File: src/rtl/fc_rx_deframer.sv
// rtl/fc_rx_deframer.sv - Fibre Channel receive deframer with output buffer
//
// Purpose: hunts for SOF ordered sets on a word-aligned PHY stream, forwards
// frame words (SOF..EOF) into an output FIFO as Avalon-ST packets, and replaces
// damaged or truncated frames with a single error-flagged end-of-packet beat.
//
// Ports:
//   clk, reset_n                 - single clock, asynchronous active-low reset
//   rx_data[31:0], rx_datak[3:0] - PHY word and K-flags ([31:24] first on wire)
//   rx_valid                     - word qualifier (no backpressure to PHY)
//   rx_active                    - link framer is in state AC
//   out_*                        - Avalon-ST source, readyLatency 0
//   r_rdy                        - one-cycle pulse per received R_RDY
//   frame_cnt                    - good frames, wrapping
//   err_cnt                      - errors, saturating
module fc_rx_deframer #(
    parameter int FIFO_DEPTH = 16,
    parameter int MAX_WORDS  = 537
) (
    input  logic        clk,
    input  logic        reset_n,
    input  logic [31:0] rx_data,
    input  logic [3:0]  rx_datak,
    input  logic        rx_valid,
    input  logic        rx_active,
    output logic [31:0] out_data,
    output logic        out_valid,
    input  logic        out_ready,
    output logic        out_startofpacket,
    output logic        out_endofpacket,
    output logic        out_error,
    output logic        r_rdy,
    output logic [15:0] frame_cnt,
    output logic [15:0] err_cnt
);

    localparam int AW  = $clog2(FIFO_DEPTH);
    localparam int WCW = $clog2(MAX_WORDS + 1);
    localparam logic [WCW-1:0] WC_LIMIT  = WCW'(MAX_WORDS - 1);
    localparam logic [AW:0]    FIFO_FULL = (AW + 1)'(FIFO_DEPTH);

    localparam logic [1:0] ST_HUNT  = 2'd0;
    localparam logic [1:0] ST_FRAME = 2'd1;
    localparam logic [1:0] ST_CLOSE = 2'd2;
    localparam logic [1:0] ST_DROP  = 2'd3;

    // FIFO entry: {sop, eop, error, data}
    localparam logic [34:0] ABORT_WORD = {1'b0, 1'b1, 1'b1, 32'h0};

    // Input stage: one register between the PHY and the state machine
    logic        in_valid_q,  in_valid_d;
    logic [31:0] in_data_q,   in_data_d;
    logic [3:0]  in_datak_q,  in_datak_d;
    logic        in_active_q, in_active_d;
    logic        r_rdy_q,     r_rdy_d;

    logic [1:0]     state_q,     state_d;
    logic [WCW-1:0] wc_q,        wc_d;
    logic           eof_seen_q,  eof_seen_d;
    logic [15:0]    frame_cnt_q, frame_cnt_d;
    logic [15:0]    err_cnt_q,   err_cnt_d;

    logic [34:0]    mem_q [FIFO_DEPTH];
    logic [AW-1:0]  wr_ptr_q, wr_ptr_d;
    logic [AW-1:0]  rd_ptr_q, rd_ptr_d;
    logic [AW:0]    count_q,  count_d;

    logic        is_ctl, is_sof, is_eof, is_rrdy, is_os, is_data, is_cerr;
    logic        acc, pop, can_wr, wr_en, frame_inc, err_inc, eof_now, abort;
    logic [34:0] wr_word, head;

    always_comb begin
        in_valid_d  = rx_valid;
        in_data_d   = rx_data;
        in_datak_d  = rx_datak;
        in_active_d = rx_active;
        r_rdy_d     = rx_valid && (rx_datak == 4'b1000) && (rx_data == 32'hBC95_4A4A);
    end

    // Ordered-set classification of the staged word
    always_comb begin
        is_ctl  = (in_datak_q == 4'b1000) && (in_data_q[31:24] == 8'hBC);
        is_sof  = is_ctl && (in_data_q[23:16] == 8'hB5) &&
                  (in_data_q[15:0] inside {16'h5656, 16'h3636, 16'h5858, 16'h5555, 16'h3535});
        is_eof  = is_ctl && ((in_data_q[23:16] == 8'h95) || (in_data_q[23:16] == 8'hB5)) &&
                  ((in_data_q[15:0] == 16'h7575) || (in_data_q[15:0] == 16'hD5D5));
        is_rrdy = is_ctl && (in_data_q == 32'hBC95_4A4A);
        is_os   = is_ctl && !is_sof && !is_eof && !is_rrdy;
        is_data = (in_datak_q == 4'b0000);
        is_cerr = !is_ctl && !is_data;
        acc     = in_valid_q;
    end

    assign head      = mem_q[rd_ptr_q];
    assign out_valid = (count_q != '0);
    assign pop       = out_valid && out_ready;
    // A same-cycle read frees the slot for this cycle's write
    assign can_wr    = (count_q != FIFO_FULL) || pop;

    always_comb begin
        state_d    = state_q;
        wc_d       = wc_q;
        eof_seen_d = eof_seen_q;
        wr_en      = 1'b0;
        wr_word    = '0;
        frame_inc  = 1'b0;
        // A code error counts once per word, whatever else it causes
        err_inc    = acc && is_cerr;
        eof_now    = acc && is_eof;
        abort      = 1'b0;

        case (state_q)
            ST_HUNT: begin
                if (acc && is_sof && in_active_q) begin
                    if (can_wr) begin
                        wr_en   = 1'b1;
                        wr_word = {1'b1, 1'b0, 1'b0, in_data_q};
                        wc_d    = WCW'(1);
                        state_d = ST_FRAME;
                    end else begin
                        err_inc = 1'b1;
                    end
                end
            end
            ST_FRAME: begin
                if (acc) begin
                    abort = !in_active_q || is_sof || is_rrdy || is_os || is_cerr ||
                            (is_data && (wc_q == WC_LIMIT));
                    if (abort) begin
                        err_inc = 1'b1;
                        wc_d    = '0;
                        if (can_wr) begin
                            wr_en   = 1'b1;
                            wr_word = ABORT_WORD;
                            state_d = ST_HUNT;
                        end else begin
                            eof_seen_d = 1'b0;
                            state_d    = ST_CLOSE;
                        end
                    end else if (is_data) begin
                        if (can_wr) begin
                            wr_en   = 1'b1;
                            wr_word = {1'b0, 1'b0, 1'b0, in_data_q};
                            wc_d    = wc_q + WCW'(1);
                        end else begin
                            err_inc    = 1'b1;
                            wc_d       = '0;
                            eof_seen_d = 1'b0;
                            state_d    = ST_CLOSE;
                        end
                    end else begin
                        // Only EOF remains; if it cannot be stored the frame has
                        // still ended, so CLOSE must not wait for another EOF.
                        wc_d = '0;
                        if (can_wr) begin
                            wr_en     = 1'b1;
                            wr_word   = {1'b0, 1'b1, 1'b0, in_data_q};
                            frame_inc = 1'b1;
                            state_d   = ST_HUNT;
                        end else begin
                            err_inc    = 1'b1;
                            eof_seen_d = 1'b1;
                            state_d    = ST_CLOSE;
                        end
                    end
                end
            end
            ST_CLOSE: begin
                if (eof_now) begin
                    eof_seen_d = 1'b1;
                end
                if (can_wr) begin
                    wr_en   = 1'b1;
                    wr_word = ABORT_WORD;
                    state_d = (eof_seen_q || eof_now) ? ST_HUNT : ST_DROP;
                end
            end
            ST_DROP: begin
                if (eof_now) begin
                    state_d = ST_HUNT;
                end
            end
            default: state_d = ST_HUNT;
        endcase
    end

    always_comb begin
        wr_ptr_d    = wr_en ? wr_ptr_q + AW'(1) : wr_ptr_q;
        rd_ptr_d    = pop   ? rd_ptr_q + AW'(1) : rd_ptr_q;
        count_d     = count_q;
        if (wr_en && !pop) begin
            count_d = count_q + (AW + 1)'(1);
        end else if (!wr_en && pop) begin
            count_d = count_q - (AW + 1)'(1);
        end
        frame_cnt_d = frame_inc ? frame_cnt_q + 16'd1 : frame_cnt_q;
        err_cnt_d   = (err_inc && (err_cnt_q != 16'hFFFF)) ? err_cnt_q + 16'd1 : err_cnt_q;
    end

    always_ff @(posedge clk or negedge reset_n) begin
        if (!reset_n) begin
            in_valid_q  <= 1'b0;
            in_data_q   <= '0;
            in_datak_q  <= '0;
            in_active_q <= 1'b0;
            r_rdy_q     <= 1'b0;
            state_q     <= ST_HUNT;
            wc_q        <= '0;
            eof_seen_q  <= 1'b0;
            frame_cnt_q <= '0;
            err_cnt_q   <= '0;
            wr_ptr_q    <= '0;
            rd_ptr_q    <= '0;
            count_q     <= '0;
        end else begin
            in_valid_q  <= in_valid_d;
            in_data_q   <= in_data_d;
            in_datak_q  <= in_datak_d;
            in_active_q <= in_active_d;
            r_rdy_q     <= r_rdy_d;
            state_q     <= state_d;
            wc_q        <= wc_d;
            eof_seen_q  <= eof_seen_d;
            frame_cnt_q <= frame_cnt_d;
            err_cnt_q   <= err_cnt_d;
            wr_ptr_q    <= wr_ptr_d;
            rd_ptr_q    <= rd_ptr_d;
            count_q     <= count_d;
        end
    end

    // Storage array carries no reset; outputs are masked while the FIFO is empty
    always_ff @(posedge clk) begin
        if (wr_en) begin
            mem_q[wr_ptr_q] <= wr_word;
        end
    end

    assign out_data          = out_valid ? head[31:0] : 32'h0;
    assign out_startofpacket = out_valid && head[34];
    assign out_endofpacket   = out_valid && head[33];
    assign out_error         = out_valid && head[32];
    assign r_rdy             = r_rdy_q;
    assign frame_cnt         = frame_cnt_q;
    assign err_cnt           = err_cnt_q;

endmodule

File: config.mk
export PLATFORM = sky130hd
export DESIGN_NAME = fc_rx_deframer
export DESIGN_NICKNAME = d
export VERILOG_FILES = /design/src/rtl/fc_rx_deframer.sv
export SDC_FILE = /design/constraint.sdc
export NUM_CORES = 1
export LEC_CHECK = 0
export ABC_CLOCK_PERIOD_IN_PS = 5300
export BUFFER_PORTS_ARGS = -buffer_cell sky130_fd_sc_hd__buf_2
export CORE_MARGIN = 3
export CORE_UTILIZATION = 61
export DETAILED_ROUTE_END_ITERATION = 10
export PLACE_DENSITY = 0.79
export REMOVE_ABC_BUFFERS = 1
export SETUP_SLACK_MARGIN = 0.1
export SLEW_MARGIN = 25
export SYNTH_ARGS = -nofsm -noshare
export SYNTH_HDL_FRONTEND = slang
export SYNTH_SLANG_ARGS = --single-unit
File: constraint.sdc
create_clock -name clk -period 5.3 [get_ports clk]
set_input_delay 1.06 -clock clk [delete_from_list [all_inputs] [get_ports clk]]
set_output_delay 1.06 -clock clk [all_outputs]
set_load 0.01 [all_outputs]
==> run summary <==
status - complete, no violations
largest cells by area after synthesis - edfxtp_1, mux4_2, dfrtp_1
setup bufs post-CTS - 0
chip width - 213 µm
vias in the first global route - 13907
DRC - 0
worst vdd ir - 0.297 mV
DP HPWL - 34.2 mm
CP cell instances - buf_12 -> mux4_2 -> mux4_2 -> and2_1 -> buf_2
initial DRC count - 1790
largest net degree at the start of global routing - 59
max-cap viol count - 0
placer's final routability congestion estimate - 0.918
crit-path max cell delay - 870 ps
number of synthesized flops with an enable pin - 560
Power per Cell Area - 426 nW/µm²
port bufs - 109
Yosys Warn Count - 0
CP startpoint - rd_ptr_q[0]
fillers - 2436
total number of vias - 13536
CTS tree - built
clk_lat worst skew - 600 ps
Worst Max-Slew Pin Slew - 1050 ps
Post-Syn Area - 26000 µm²
Worst Path Arrival - 3310 ps
CP Capture Point - out_data[28]
GR Overflow Total - 0
Resize count post-CTS - 0
Top FF cell, synth - edfxtp_1
commonest non-fill, non-tap cell in the layout - edfxtp_1
Stages on worst setup path - 5
met1 WL - 23.2 mm
drt total wl - 62.2 mm
P_leak - 11.4 nW
max_slew headroom - 28.8%
Final ANT Viol Nets - 0
Initial Util - 62.0%
worst path bufs/invs - 2
Layout Cells excl Fill - 2032
Worst path top cell family by delay - multiplexers
Mean Syn Cell Area - 20.3 µm²
CP dominant cell by count - mux4_2
Worst Hold Class - reg2reg
hold depth - 1
Seq pwr share - 47.6%
Critical Path Sink Type - primary output
met2 wire len - 30.1 mm
asr flop ratio synth - 14.8%
DR WL/cell - 30.6 µm
RR Startpoint - in_data_q[9]
post-layout min period - 4370 ps
Post-CTS Hold Fix Bufs - 0
Nets - 1494
fin util - 70.5%
Synth cell types - 60
Critical Path Source Type - flop
net switching power - 0.00323 W
Reg clk slew, reported paths - 60 ps
antenna violations before repair - 0
Clk pwr share - 37.0%
WS Path Type - reg2out
H-tree Lvls - 3
final worst path period share - 82.4%
Ports - 110
synthesis-stage register bit count - 657
layout cell share with drive strength beyond 1 - 30.9%
Max Root-Sink Buffers - 3
top routing layer in use - met4
Placed Cells - 1910
worst r2r dst - mem_q[7][26]
cts bufs inserted - 66
met3 routed WL - 6.84 mm
Switching Share - 25.6%
clock root cell - clkbuf_16
first-pass GRT wire length - 91.7 mm
placed inst area - 27400 µm²
Ant. Diodes - 0
Final Max Tran Viols - 0
Slowest cell on crit path - dfrtp_4
CP required - 4240 ps
Die Area - 45200 µm²
R2R setup slack - 1260 ps
Worst Path Max Fanout - 40
Syn Inst Count - 1280
maximum clock rate - 229 MHz
CORE AREA - 42000 µm²
Place WS - 1510 ps
routed vias/inst - 6.66
final hold vios - 0
# rows - 75
Area Overhead vs Synth - 13.7%
Die H - 213 µm
clock skew - 29.7 ps
Finished Cell Area - 29600 µm²
clk sink count - 657
GRT Total Usage - 28.4%
logic gate share of total power - 15.3%
Yosys top cell by area - edfxtp_1
setup ws final - 931 ps
final setup fails - 0
setup TNS after final layout - 0 ps
Int Power - 0.00939 W
Initial DRT Pass Iterations - 6
top-area cell type share of the netlist area - 64.6%
register area share after synthesis - 73.9%
unrepaired setup endpoints after global routing - false
reg2reg path depth - 8
most frequent cells in the layout - edfxtp_1, mux4_2, buf_2
[worst min-delay path by stage]
| stage | startpoint | to | slack (ps) |
|---|---|---|---|
| after floorplan | count_q[4] | count_q[4] | 460 |
| after global placement | frame_cnt[15] | frame_cnt[15] | 460 |
| after detailed placement | frame_cnt[15] | frame_cnt[15] | 460 |
| after CTS | frame_cnt[15] | frame_cnt[15] | 480 |
| after global routing | frame_cnt[8] | frame_cnt[8] | 510 |
| final | frame_cnt[15] | frame_cnt[15] | 480 |
[kinds of logic (layout without fill, tap and decap cells)]
| family | after synthesis | after routing | synth area share, % |
|---|---|---|---|
| DFF | 657 | 657 | 73.9 |
| and+or+nand+nor | 260 | 260 | 6.14 |
| muxes | 180 | 180 | 15.3 |
| buffers and inverters | 73 | 286 | 1.16 |
| AOI/OAI and AO/OA | 55 | 55 | 1.40 |
| xor gates and xnor gates | 41 | 41 | 1.38 |
| adders and majority gates | 14 | 14 | 0.701 |
[cell type report]
type | count | area (µm²) | share of cell area (%)
repair buffers | 147 | 908 | 3.07
flip-flops and latches | 657 | 19300 | 65.0
well taps | 539 | 674 | 2.28
multi-input cells | 550 | 6550 | 22.1
clock buffers | 87 | 1790 | 6.05
inverters | 17 | 63.8 | 0.215
clock inverters | 35 | 385 | 1.30
[state kept, by name (all words and copies together), names as in the netlist, 2 cells and up]
register    flops
frame_cnt      16
count_q         5
in_data_q      32
mem_q         560
err_cnt        16
wr_ptr_q        4
state_q         2
rd_ptr_q        4
in_datak_q      4
wc_q           10
[power groups by stage]
stage / Sequential [W] / Combinational, W / Clock, W
after global placement: 0.00611 / 0.00193 / 0
after global routing: 0.00604 / 0.00208 / 0.00491
final: 0.00601 / 0.00193 / 0.00467
after floorplan: 0.00629 / 0.00123 / 0
after detailed placement: 0.00611 / 0.00195 / 0
after CTS: 0.00601 / 0.00197 / 0.00471
[synth_stat cells (all sizes together) (9+ instances only)]
library cell and n:
ha 13, nor2 34, nor4 9, nand2 31, mux4 175, xor2 17, edfxtp 560, o21ai 28
a21oi 9, nand4 14, nor3 10, buf 17, and3 23, clkbuf 39, nand3 29, inv 17
dfrtp 97, and2 73, xnor2 24
[metrics by stage]
step / hold slack (ps) / total power [W]
after floorplan: 456 / 0.00752
after global placement: 457 / 0.00803
after detailed placement: 464 / 0.00806
after CTS: 482 / 0.0127
after global routing: 505 / 0.0130
final: 481 / 0.0126
[per-layer routing]
| layer | vias to the layer above | track usage, % |
|---|---|---|
| met4 | 0 | 10.3 |
| met3 | 144 | 6.18 |
| met5 | - | 0 |
| li1 | 5534 | - |
| met1 | 6972 | 40.4 |
| met2 | 886 | 44.7 |
Note: power is estimated with default switching activity, not from simulation.
